===== config.mk =====
export PLATFORM = sky130hd
export DESIGN_NAME = arbitro_balance_flat
export DESIGN_NICKNAME = d
export VERILOG_FILES = /design/src/rtl/arbitro_balance_if.sv /design/src/rtl/arbitro_balance.sv /design/src/flat_wrapper.sv
export SDC_FILE = /design/constraint.sdc
export NUM_CORES = 1
export LEC_CHECK = 0
export BUFFER_PORTS_ARGS = -buffer_cell sky130_fd_sc_hd__buf_2
export CORE_MARGIN = 4
export CORE_UTILIZATION = 40
export DETAILED_ROUTE_END_ITERATION = 8
export SLEW_MARGIN = 40
export SYNTH_ARGS = -nofsm -noshare
export SYNTH_HDL_FRONTEND = slang
export SYNTH_SLANG_ARGS = --single-unit

===== constraint.sdc =====
create_clock -name clk -period 4.8 [get_ports clk]
set_input_delay 0.96 -clock clk [delete_from_list [all_inputs] [get_ports clk]]
set_output_delay 0.96 -clock clk [all_outputs]
set_load 0.02 [all_outputs]

===== src/rtl/arbitro_balance_if.sv =====
// Bundle of the ATM front-end side signals of the shared balance arbiter:
// load port, per-requester request/op strobes, grant and status pulses.
interface arbitro_balance_if #(
    parameter int BAL_W   = 64,
    parameter int MONTO_W = 32
);
    logic                   load_stb;
    logic [BAL_W-1:0]       load_val;
    logic [1:0]             req;
    logic [1:0]             done;
    logic [1:0]             op_stb;
    logic [1:0]             op_tipo;
    logic [2*MONTO_W-1:0]   monto;
    logic [1:0]             gnt;
    logic [BAL_W-1:0]       balance;
    logic                   balance_actualizado;
    logic                   entregar_dinero;
    logic                   fondos_insuficientes;
    logic                   desborde;
    logic                   timeout_err;

    modport master (
        output load_stb, load_val, req, done, op_stb, op_tipo, monto,
        input  gnt, balance, balance_actualizado, entregar_dinero,
               fondos_insuficientes, desborde, timeout_err
    );

    modport slave (
        input  load_stb, load_val, req, done, op_stb, op_tipo, monto,
        output gnt, balance, balance_actualizado, entregar_dinero,
               fondos_insuficientes, desborde, timeout_err
    );
endinterface


===== src/rtl/arbitro_balance.sv =====
// Round-robin owner arbitration for two cajero front ends sharing one balance
// register; only the owner may deposit/withdraw, a watchdog frees a hung owner.
module arbitro_balance #(
    parameter int               BAL_W         = 64,
    parameter int               MONTO_W       = 32,
    parameter int               TIMEOUT       = 16,
    parameter logic [BAL_W-1:0] BALANCE_RESET = '0
) (
    input  logic              clk,
    input  logic              rst_n,
    arbitro_balance_if.slave  bus_io
);
    localparam logic [1:0] IDLE    = 2'd0;
    localparam logic [1:0] BUSY    = 2'd1;
    localparam logic [1:0] RELEASE = 2'd2;

    localparam int               TMR_W    = (TIMEOUT > 2) ? $clog2(TIMEOUT) : 1;
    localparam logic [TMR_W-1:0] TMR_LAST = TMR_W'(TIMEOUT - 1);

    logic [1:0]       state_q, state_d;
    logic             owner_q, owner_d;
    logic             last_q, last_d;
    logic [TMR_W-1:0] timer_q, timer_d;
    logic [BAL_W-1:0] balance_q, balance_d;
    logic             act_q, act_d;
    logic             ent_q, ent_d;
    logic             fondos_q, fondos_d;
    logic             desb_q, desb_d;
    logic             tout_q, tout_d;

    logic               own_op;
    logic               own_done;
    logic               own_tipo;
    logic [MONTO_W-1:0] monto_sel;
    logic [BAL_W-1:0]   monto_ext;
    logic [BAL_W:0]     sum;

    assign own_op    = bus_io.op_stb[owner_q];
    assign own_done  = bus_io.done[owner_q];
    assign own_tipo  = bus_io.op_tipo[owner_q];
    assign monto_sel = owner_q ? bus_io.monto[2*MONTO_W-1:MONTO_W] : bus_io.monto[MONTO_W-1:0];
    assign monto_ext = {{(BAL_W-MONTO_W){1'b0}}, monto_sel};
    // Extra carry bit flags a deposit that would wrap the balance.
    assign sum       = {1'b0, balance_q} + {1'b0, monto_ext};

    always_comb begin
        state_d   = state_q;
        owner_d   = owner_q;
        last_d    = last_q;
        timer_d   = timer_q;
        balance_d = balance_q;
        act_d     = 1'b0;
        ent_d     = 1'b0;
        fondos_d  = 1'b0;
        desb_d    = 1'b0;
        tout_d    = 1'b0;
        case (state_q)
            IDLE, RELEASE: begin
                if (bus_io.load_stb) begin
                    balance_d = bus_io.load_val;
                end
                if (|bus_io.req) begin
                    state_d = BUSY;
                    owner_d = (bus_io.req == 2'b11) ? ~last_q : bus_io.req[1];
                    last_d  = owner_d;
                    timer_d = '0;
                end else begin
                    state_d = IDLE;
                end
            end
            BUSY: begin
                if (own_op) begin
                    timer_d = '0;
                    if (!own_tipo) begin
                        if (sum[BAL_W]) begin
                            desb_d = 1'b1;
                        end else begin
                            balance_d = sum[BAL_W-1:0];
                            act_d     = 1'b1;
                        end
                    end else if (monto_ext > balance_q) begin
                        fondos_d = 1'b1;
                    end else begin
                        balance_d = balance_q - monto_ext;
                        act_d     = 1'b1;
                        ent_d     = 1'b1;
                    end
                end
                // An owner op or done in the final watchdog cycle pre-empts the timeout.
                if (own_done) begin
                    state_d = RELEASE;
                end else if (!own_op) begin
                    if (timer_q == TMR_LAST) begin
                        state_d = RELEASE;
                        tout_d  = 1'b1;
                    end else begin
                        timer_d = timer_q + TMR_W'(1);
                    end
                end
            end
            default: state_d = IDLE;
        endcase
    end

    always_ff @(posedge clk or negedge rst_n) begin
        if (!rst_n) begin
            state_q   <= IDLE;
            owner_q   <= 1'b0;
            last_q    <= 1'b1;
            timer_q   <= '0;
            balance_q <= BALANCE_RESET;
            act_q     <= 1'b0;
            ent_q     <= 1'b0;
            fondos_q  <= 1'b0;
            desb_q    <= 1'b0;
            tout_q    <= 1'b0;
        end else begin
            state_q   <= state_d;
            owner_q   <= owner_d;
            last_q    <= last_d;
            timer_q   <= timer_d;
            balance_q <= balance_d;
            act_q     <= act_d;
            ent_q     <= ent_d;
            fondos_q  <= fondos_d;
            desb_q    <= desb_d;
            tout_q    <= tout_d;
        end
    end

    assign bus_io.gnt                  = (state_q == BUSY) ? (owner_q ? 2'b10 : 2'b01) : 2'b00;
    assign bus_io.balance              = balance_q;
    assign bus_io.balance_actualizado  = act_q;
    assign bus_io.entregar_dinero      = ent_q;
    assign bus_io.fondos_insuficientes = fondos_q;
    assign bus_io.desborde             = desb_q;
    assign bus_io.timeout_err          = tout_q;
endmodule


===== src/flat_wrapper.sv =====
// flat-port wrapper written by rule: the top's interface ports become plain ports
module arbitro_balance_flat 
#(
    parameter int               BAL_W         = 64,
    parameter int               MONTO_W       = 32,
    parameter int               TIMEOUT       = 16,
    parameter logic [BAL_W-1:0] BALANCE_RESET = '0
)
  (clk, rst_n, bus_io_load_stb, bus_io_load_val, bus_io_req, bus_io_done, bus_io_op_stb, bus_io_op_tipo, bus_io_monto, bus_io_gnt, bus_io_balance, bus_io_balance_actualizado, bus_io_entregar_dinero, bus_io_fondos_insuficientes, bus_io_desborde, bus_io_timeout_err);
  arbitro_balance_if #(.BAL_W(BAL_W), .MONTO_W(MONTO_W)) bus_io_i ();
  input  logic clk;
  input  logic rst_n;
  input wire logic [$bits(bus_io_i.load_stb)-1:0] bus_io_load_stb;
  input wire logic [$bits(bus_io_i.load_val)-1:0] bus_io_load_val;
  input wire logic [$bits(bus_io_i.req)-1:0] bus_io_req;
  input wire logic [$bits(bus_io_i.done)-1:0] bus_io_done;
  input wire logic [$bits(bus_io_i.op_stb)-1:0] bus_io_op_stb;
  input wire logic [$bits(bus_io_i.op_tipo)-1:0] bus_io_op_tipo;
  input wire logic [$bits(bus_io_i.monto)-1:0] bus_io_monto;
  output wire logic [$bits(bus_io_i.gnt)-1:0] bus_io_gnt;
  output wire logic [$bits(bus_io_i.balance)-1:0] bus_io_balance;
  output wire logic [$bits(bus_io_i.balance_actualizado)-1:0] bus_io_balance_actualizado;
  output wire logic [$bits(bus_io_i.entregar_dinero)-1:0] bus_io_entregar_dinero;
  output wire logic [$bits(bus_io_i.fondos_insuficientes)-1:0] bus_io_fondos_insuficientes;
  output wire logic [$bits(bus_io_i.desborde)-1:0] bus_io_desborde;
  output wire logic [$bits(bus_io_i.timeout_err)-1:0] bus_io_timeout_err;
  assign bus_io_i.load_stb = bus_io_load_stb;
  assign bus_io_i.load_val = bus_io_load_val;
  assign bus_io_i.req = bus_io_req;
  assign bus_io_i.done = bus_io_done;
  assign bus_io_i.op_stb = bus_io_op_stb;
  assign bus_io_i.op_tipo = bus_io_op_tipo;
  assign bus_io_i.monto = bus_io_monto;
  assign bus_io_gnt = bus_io_i.gnt;
  assign bus_io_balance = bus_io_i.balance;
  assign bus_io_balance_actualizado = bus_io_i.balance_actualizado;
  assign bus_io_entregar_dinero = bus_io_i.entregar_dinero;
  assign bus_io_fondos_insuficientes = bus_io_i.fondos_insuficientes;
  assign bus_io_desborde = bus_io_i.desborde;
  assign bus_io_timeout_err = bus_io_i.timeout_err;
  arbitro_balance #(.BAL_W(BAL_W), .MONTO_W(MONTO_W), .TIMEOUT(TIMEOUT), .BALANCE_RESET(BALANCE_RESET)) u_core (.clk(clk), .rst_n(rst_n), .bus_io(bus_io_i));
endmodule

==> impl_metrics.yaml, run 1 <==
clocking:
  clockBufferDepth: 2
  cts.repair.resized: 0
  cts_tree: "yes"
  htreeDepth: 3
  clock_latency_ps: 360
  ctsHoldBuffers: 0
  cts_buffers: 9
  post_cts_buffers: 0
  clock_sinks: 77
  path_clk_slew_ps: 70
  cts_root_buf: "clkbuf_16"
power_and_ir_drop:
  p_sw_frac: 0.584
  p_clk_frac: 0.081
  combPwrFrac: 0.759
  power_mw: 9.54
  power_leakage_nw: 5.23
  cellPowerDensity_nw_per_um2: 812
  internal_power_mw: 3.96
  ir_worst_vdd_uv: 407
  p_seq_frac: 0.160
  power.net_switching_mw: 5.57
routing:
  drcViolationCount: 0
  drt-pass1-iter-count: 5
  vias: 11715
  routed_via_density: 6.20
  routed_wl_mm: 41.4
  ant_nets: 0
  dr.first_iter.drc_count: 1184
  wl_per_cell_um: 21.9
sta:
  rsz0062_at_grt: "true"
  slew_headroom: 0.464
  tns_ps: 0
  setup_violations: 0
  fin_crit_ps: 4590
  setup_slack_ps: 213
  min_period_over_period: 0.956
  final_max_slew_viol_count: 0
  fmax_ghz: 0.218
  clock_skew_ps: 11.1
  worstMarginPinSlew_ps: 795
  hold_viol_final: 0
synth:
  synth.most_common_cell: "nand2_1"
  synth_top_area_share: 0.192
  synth-main-ff-cell: "dfrtp_1"
  yosysSeqAreaShare: 0.195
  synth_top_area_cell: "dfrtp_1"
  yosys-top-cells-area: "dfrtp_1 (19%), ha_1 (9.1%), a21oi_1 (5.8%)"
  async_reset_ff_frac: 1.00
  synthTopCellsByCount: "nand2_1 (129), nor2_1 (126), a21oi_1 (115)"
  synth_cell_types: 87
  postSynthAreaPerCell_um2: 7.20
  synth_warnings: 0
  synth_seq_cells: 77
  synth_edf_count: 0
  synthesis.nets: 1587
  syn_area_um2: 9890
  synthCells: 1374
layout:
  drive_above_1_share: 0.199
  nNetsFinal: 1771
  multi_input_area_um2: 7370
  synthToLayoutAreaGrowth_pct: 18.7
  regArea_um2: 1930
  fillers: 2517
grt:
  grt-ovfl-total: 0
  grt_pass1_wl_mm: 62.8
  grt_antenna_before_repair: 1
  grt_pass1_vias: 10937
  track_usage: 0.296
  grt_max_degree: 53
status:
  status: "complete, no violations"
floorplanning:
  fp.dieH_um: 165
  row_count: 57
  die_w_um: 165
  coreArea_um2: 24300
  die_area_um2: 27300
  initial_core_util: 0.407
  num_io_pins: 210
setup_path:
  arrival_ps: 4830
  cp_max_fo: 29
  startpoint_type: "flop"
  cp-end-kind: "flop"
  crit_type: "reg2reg"
  ff2ff_setup_slack_ps: 210
  worstPathRequired_ps: 5050
placed_design:
  numPortBuffers: 209
  pre_cts_slack_ps: 74.5
  post-dp-hpwl_mm: 33.0
  place.gp.congestion: 1.01
job:
  drv_cap: 0
worst_hold_path:
  hold_path_class: "reg2reg"
cells in the final DEF (no fill, tap or decap), types with 24 or more instances in the layout:
master and n:
nand2_1 129, xnor2_1 25, o21ai_0 102, inv_1 77
mux2i_1 41, a31oi_1 26, buf_4 45, a21oi_1 115
nand3_1 44, a211oi_1 24, nor2_1 126, dfrtp_1 75
ha_1 72, buf_2 208, nor3_1 53
final timing paths:
kind	startpoint	endpoint	cells after the start
max reg2reg	u_core.owner_q$_DFFE_PN0P_	u_core.bus_io.balance[55]$_DFFE_PN0P_	13
min in group asynchronous	rst_n	u_core.bus_io.balance[9]$_DFFE_PN0P_	1
max	u_core.owner_q$_DFFE_PN0P_	u_core.bus_io.balance[55]$_DFFE_PN0P_	13
max in group asynchronous	rst_n	u_core.owner_q$_DFFE_PN0P_	2
min	u_core.last_q$_DFFE_PN1P_	u_core.last_q$_DFFE_PN1P_	2
min reg2reg	u_core.last_q$_DFFE_PN1P_	u_core.last_q$_DFFE_PN1P_	2
power by group through the flow:
stage          logic [mW]  registers, mW  clock network [mW]
2_1_floorplan        4.69           1.59                   0
3_3_place_gp         7.05           1.52                   0
3_5_place_dp         7.08           1.52                   0
4_1_cts              7.12           1.51               0.794
5_1_grt              7.89           1.57               0.810
6_report             7.23           1.53               0.776
worst max-delay path: stages (launching register included):
cell	delay, ps
dfrtp_2	520
buf_12	250
mux2i_1	340
ha_1	370
or3_1	440
or4b_1	620
nor4_1	430
buf_4	210
o2111ai_1	110
a31oi_1	380
nor2_1	130
o22ai_1	270
a31oi_1	130
o22a_1	210
flip-flops by register name, indices dropped and copies added (netlist names):
| signal | flops |
|---|---|
| u_core.bus_io.balance_actualizado | 1 |
| u_core.bus_io.balance | 64 |
| u_core.last_q | 1 |
| u_core.timer_q | 4 |
| u_core.bus_io.entregar_dinero | 1 |
| u_core.bus_io.timeout_err | 1 |
| u_core.owner_q | 1 |
| u_core.state_q | 2 |
| u_core.bus_io.fondos_insuficientes | 1 |
| u_core.bus_io.desborde | 1 |
layout make-up:
class	count	share of cell area
Multi-Input combinational cell	1137	0.627
Antenna cell	1	0.000213
Tap cell	324	0.0345
Inverter	77	0.0246
Sequential cell	77	0.164
Timing Repair Buffer	256	0.123
Clock inverter	7	0.00735
Clock buffer	9	0.0192
layer usage:
layer  up-vias  wire length (um)  GRT usage
met4         2              1000     0.0802
li1       5459                 -          -
met1      5603             18400      0.420
met5         -                 7          0
met3        71              3770     0.0536
met2       580             18200      0.461
cells by family (layout without fill, tap and decap cells):
group           count (synthesis)  in the layout  share of synthesized area
compound gates                463            463                      0.307
xor+xnor                       29             29                     0.0257
fa+ha+maj                      74             74                     0.0951
buf+inv                       160            349                     0.0667
flops                          77             77                      0.195
mux                            47             47                     0.0482
other cells                     0              1                          0
simple gates                  524            524                      0.262
metrics by stage:
| stage | utilization | std cells | hold WS, ps | instance area [um2] |
|---|---|---|---|---|
| floorplan | - | 1374 | 463 | 9890 |
| global placement | 0.469 | 1871 | 472 | 11400 |
| detailed placement | 0.470 | 1871 | 485 | 11400 |
| CTS | 0.482 | 1887 | 500 | 11700 |
| global route | 0.483 | 1887 | 565 | 11700 |
| finish | 0.483 | 1888 | 501 | 11700 |
No activity file was read; power rests on OpenSTA's default activity.
==> run 2, diff against run 1 <==
- RECOVER_POWER: unset -> 100
==> impl_metrics.yaml, run 2 (synthesis results as in run 1) <==
status:
  status: "finished, violations left"
  violations: "capacitance limit, slew limit"
layout:
  post_layout_nonfiller_instances: 1888
  nNetsFinal: 1771
  layout_common_cells: "buf_2 (139), nand2_1 (129), nor2_1 (126)"
  layout_commonest_cell: "buf_2"
  largest_register_ffs: 64
  drive_above_1_share: 0.152
  synthToLayoutAreaGrowth_pct: 17.6
grt:
  grt_most_used_layer: "met2"
  track_usage: 0.296
  use_met1: 0.420
  global_route.usage.met3: 0.0536
  grt_max_degree: 53
  grt_pass1_vias: 10937
  grt_pass1_wl_mm: 62.8
  grt_antenna_before_repair: 1
  grt_util_met2: 0.461
  grt-ovfl-total: 0
floorplanning:
  row_count: 57
  die_area_um2: 27300
  num_io_pins: 210
  initial_core_util: 0.407
  fp.dieH_um: 165
  die_w_um: 165
  coreArea_um2: 24300
routing:
  ant_nets: 0
  routed_wl_mm: 41.4
  drcViolationCount: 0
  vias: 11647
  dr.first_iter.drc_count: 1166
  drt-pass1-iter-count: 6
  routed_via_density: 6.17
  wl_per_cell_um: 21.9
setup_path:
  r2r-end: "u_core.bus_io.balance[55]$_DFFE_PN0P_"
  crit_path_cell_trace: "buf_12, mux2i_1, ha_1, or3_1, or4b_1, nor4_1, buf_4, o2111ai_1, a31oi_1, nor2_1, o22ai_1, a31oi_1, o22a_1"
  worstPathRequired_ps: 5050
  cp-end-kind: "flop"
  slowest_stage: "or4b_1"
  arrival_ps: 4840
  cpPeakStageDelay_ps: 630
  r2r-start: "u_core.owner_q$_DFFE_PN0P_"
  cp_common_cell: "a31oi_1"
  startpoint_type: "flop"
  crit_type: "reg2reg"
  ff2ff_setup_slack_ps: 210
  r2r_cells: 13
  cp_max_fo: 29
clocking:
  cts_tree: "yes"
  ctsHoldBuffers: 0
  clock_latency_ps: 360
  htreeDepth: 3
  path_clk_slew_ps: 70
  clockBufferDepth: 2
  cts_root_buf: "clkbuf_16"
  cts_buffers: 9
  clock_sinks: 77
sta:
  rsz0062_at_grt: "true"
  slew_headroom: -0.648
  fmax_ghz: 0.218
  tns_ps: 0
  setup_violations: 0
  holdWs_ps: 497
  hold_viol_final: 0
  min_period_over_period: 0.957
  clock_skew_ps: 11.8
  final_max_slew_viol_count: 83
  worstMarginPinSlew_ps: 2470
  fin_crit_ps: 4590
worst_hold_path:
  hold_path_class: "reg2reg"
  whs_endpoint: "u_core.last_q$_DFFE_PN1P_"
  min_from: "u_core.last_q$_DFFE_PN1P_"
  hold_depth: 2
placed_design:
  numPortBuffers: 209
  post-dp-hpwl_mm: 33.0
  dp_cells: 1871
  place.gp.congestion: 1.01
power_and_ir_drop:
  cellPowerDensity_nw_per_um2: 813
  ir_worst_vdd_uv: 397
  power_mw: 9.47
  power_leakage_nw: 5.01
job:
  drv_cap: 2
[run 2: changes by cell type in the layout (fill, tap and decap cells not counted), sizes merged]
cell    change
buf        -74
clkbuf     +74
[run 2: routing by layer]
metal  up-vias  wire length [um]
met4         2              1050
met1      5524             18400
met5         -                 7
li1       5459                 -
met3        82              3650
met2       580             18300
[run 2: how the worst max path moves through the flow]
stage	start	end	slack, ps
floorplan	u_core.owner_q$_DFFE_PN0P_	u_core.bus_io.balance[48]$_DFFE_PN0P_	460
global placement	bus_io_monto[55]	u_core.bus_io.balance[55]$_DFFE_PN0P_	70
detailed placement	bus_io_monto[55]	u_core.bus_io.balance[55]$_DFFE_PN0P_	70
CTS	u_core.owner_q$_DFFE_PN0P_	u_core.bus_io.balance[55]$_DFFE_PN0P_	220
global route	u_core.owner_q$_DFFE_PN0P_	u_core.bus_io.balance[48]$_DFFE_PN0P_	-8
finish	u_core.owner_q$_DFFE_PN0P_	u_core.bus_io.balance[55]$_DFFE_PN0P_	210
[run 2: cell type report]
cell class,count,area (um2)
Sequential cell,77,1930
Clock buffer,9,225
Antenna cell,1,2.50
Timing Repair Buffer,256,1340
Fill cell,2547,12700
Multi-Input combinational cell,1137,7370
Tap cell,324,405
Clock inverter,7,86.3
Inverter,77,289
[run 2: worst max-delay path: cells and delay by family, from the launching register on]
kind / cells / cell delay [ps]
AO/OA/AOI/OAI: 5 / 1100
adder cells (fa/ha/maj): 1 / 370
buffers and inverters: 2 / 460
multiplexers: 1 / 340
AND/OR/NAND/NOR: 4 / 1650
flip-flops: 1 / 520
[run 2: where the power goes]
part           switching [mW]  internal, mW
registers               0.577         0.956
logic                    4.65          2.51
clock network           0.356         0.418
total                    5.58          3.89
[run 2: timing repair]
action,in CTS,in global routing
setup buffers,0,0
endpoints found under the setup margin,0,5
gates resized for setup,0,2
[run 2: per-stage QoR]
step / area (um2) / utilization / setup slack [ps]
floorplan: 9890 / - / 456
global placement: 11400 / 0.469 / 73.1
detailed placement: 11400 / 0.470 / 74.5
CTS: 11700 / 0.482 / 215
global route: 11600 / 0.478 / -8.24
finish: 11600 / 0.479 / 206
==> run 3, diff against run 2 <==
--- a/config.mk
+++ b/config.mk
@@ -11,2 +11,3 @@
 export DETAILED_ROUTE_END_ITERATION = 8
+export MAX_ROUTING_LAYER = met4
 export RECOVER_POWER = 100
==> constraint.sdc (replaced) <==
create_clock -name clk -period 4.8 [get_ports clk]
set_input_delay 1.44 -clock clk [delete_from_list [all_inputs] [get_ports clk]]
set_output_delay 1.44 -clock clk [all_outputs]
set_load 0.02 [all_outputs]
==> impl_metrics.yaml, run 3 (synthesis results as in run 1) <==
setup_path:
  startpoint_type: "input pin"
  cp-end-kind: "flop"
  cp_max_fo: 4
  crit_type: "in2reg"
  arrival_ps: 4920
  worstPathRequired_ps: 5080
layout:
  largest_register_ffs: 64
  drive_above_1_share: 0.196
  final_area_um2: 12400
  layout_common_cells: "buf_2 (139), nand2_1 (129), buf_4 (129)"
  nNetsFinal: 1868
  layout_commonest_cell: "buf_2"
  synthToLayoutAreaGrowth_pct: 24.8
status:
  violations: "capacitance limit, slew limit"
  status: "finished, violations left"
placed_design:
  post-dp-hpwl_mm: 34.0
  numPortBuffers: 209
  place.gp.congestion: 1.02
  post_dp_cell_area_um2: 12100
  pre_cts_slack_ps: -140
sta:
  rsz0062_at_grt: "false"
  hold_viol_final: 0
  fin_crit_ps: 4640
  fmax_ghz: 0.216
  final_max_slew_viol_count: 61
  clock_skew_ps: 11.3
  setup_slack_ps: 161
  setup_violations: 0
  worstMarginPinSlew_ps: 2890
  slew_headroom: -0.926
  holdWs_ps: 485
  min_period_over_period: 0.966
floorplanning:
  num_io_pins: 210
  fp.dieH_um: 165
  initial_core_util: 0.407
  die_area_um2: 27300
  coreArea_um2: 24300
  die_w_um: 165
  row_count: 57
clocking:
  clock_latency_ps: 370
  post_cts_buffers: 0
  path_clk_slew_ps: 70
  cts_buffers: 9
  cts_tree: "yes"
  cts.repair.resized: 0
  ctsHoldBuffers: 0
  htreeDepth: 3
  clock_sinks: 77
  cts_root_buf: "clkbuf_16"
  clockBufferDepth: 2
routing:
  routed_wl_mm: 42.5
  dr.first_iter.drc_count: 1235
  drcViolationCount: 0
  routed_via_density: 6.03
  ant_nets: 0
  drt-pass1-iter-count: 6
  vias: 11981
  wl_per_cell_um: 21.4
power_and_ir_drop:
  ir_worst_vdd_uv: 827
  power_mw: 10.1
  cellPowerDensity_nw_per_um2: 817
  power_leakage_nw: 5.47
grt:
  grt_util_met2: 0.479
  global_route.usage.met3: 0.0477
  grt_most_used_layer: "met2"
  grt_pass1_vias: 11268
  track_usage: 0.311
  grt-ovfl-total: 0
  grt_pass1_wl_mm: 63.9
  grt_antenna_before_repair: 2
  use_met1: 0.428
  grt_max_degree: 61
job:
  drv_cap: 1
worst_hold_path:
  hold_path_class: "reg2reg"
run 3: path summary, 6_finish.rpt:
| kind | from | end | slack (ps) | cells past startpoint |
|---|---|---|---|---|
| worst max-delay path | bus_io_monto[61] | u_core.bus_io.balance[35]$_DFFE_PN0P_ | 160 | 13 |
| worst min-delay path | u_core.last_q$_DFFE_PN1P_ | u_core.last_q$_DFFE_PN1P_ | 480 | 2 |
| worst max register to register | u_core.owner_q$_DFFE_PN0P_ | u_core.bus_io.balance[35]$_DFFE_PN0P_ | 550 | 13 |
| worst min register to register | u_core.last_q$_DFFE_PN1P_ | u_core.last_q$_DFFE_PN1P_ | 480 | 2 |
| max in group asynchronous | rst_n | u_core.owner_q$_DFFE_PN0P_ | 770 | 1 |
| min in group asynchronous | rst_n | u_core.bus_io.balance[11]$_DFFE_PN0P_ | 2140 | 1 |
run 3: where the power goes:
group	leakage, nW	total [mW]	internal [mW]	switching [mW]
registers	0.937	1.55	0.955	0.597
logic	4.37	7.71	2.96	4.75
clock network	0.159	0.832	0.467	0.365
run 3: final cells by class:
| class | count | area, um2 |
|---|---|---|
| Fill cell | 2527 | 12000 |
| Sequential cell | 77 | 1930 |
| Inverter | 77 | 289 |
| Clock buffer | 9 | 225 |
| Timing Repair Buffer | 353 | 2070 |
| Clock inverter | 7 | 105 |
| Multi-Input combinational cell | 1137 | 7320 |
| Tap cell | 324 | 405 |
| Antenna cell | 2 | 5.00 |
run 3: per-layer routing:
layer / vias up / wire length [um]
li1: 5664 / -
met1: 5672 / 18800
met2: 574 / 19000
met3: 71 / 3760
met4: 0 / 949
met5: - / 0
run 3: worst max-delay path, stage by stage:
cell and delay [ps]:
buf_2 90, mux2i_1 190, ha_1 280, or3_1 470
or4b_1 630, nor4_1 320, buf_4 190, o2111ai_1 120
nand3_1 350, o21a_1 200, o21ai_0 140, a2111o_1 410
o211ai_1 90
run 3: metrics by stage:
stage,setup TNS [ps],cells,utilization
after detailed placement,-2680,1968,0.500
after global placement,-2230,1968,0.499
after global routing,0,1986,0.508
final,0,1986,0.508
after CTS,0,1984,0.513
after floorplan,0,1374,-
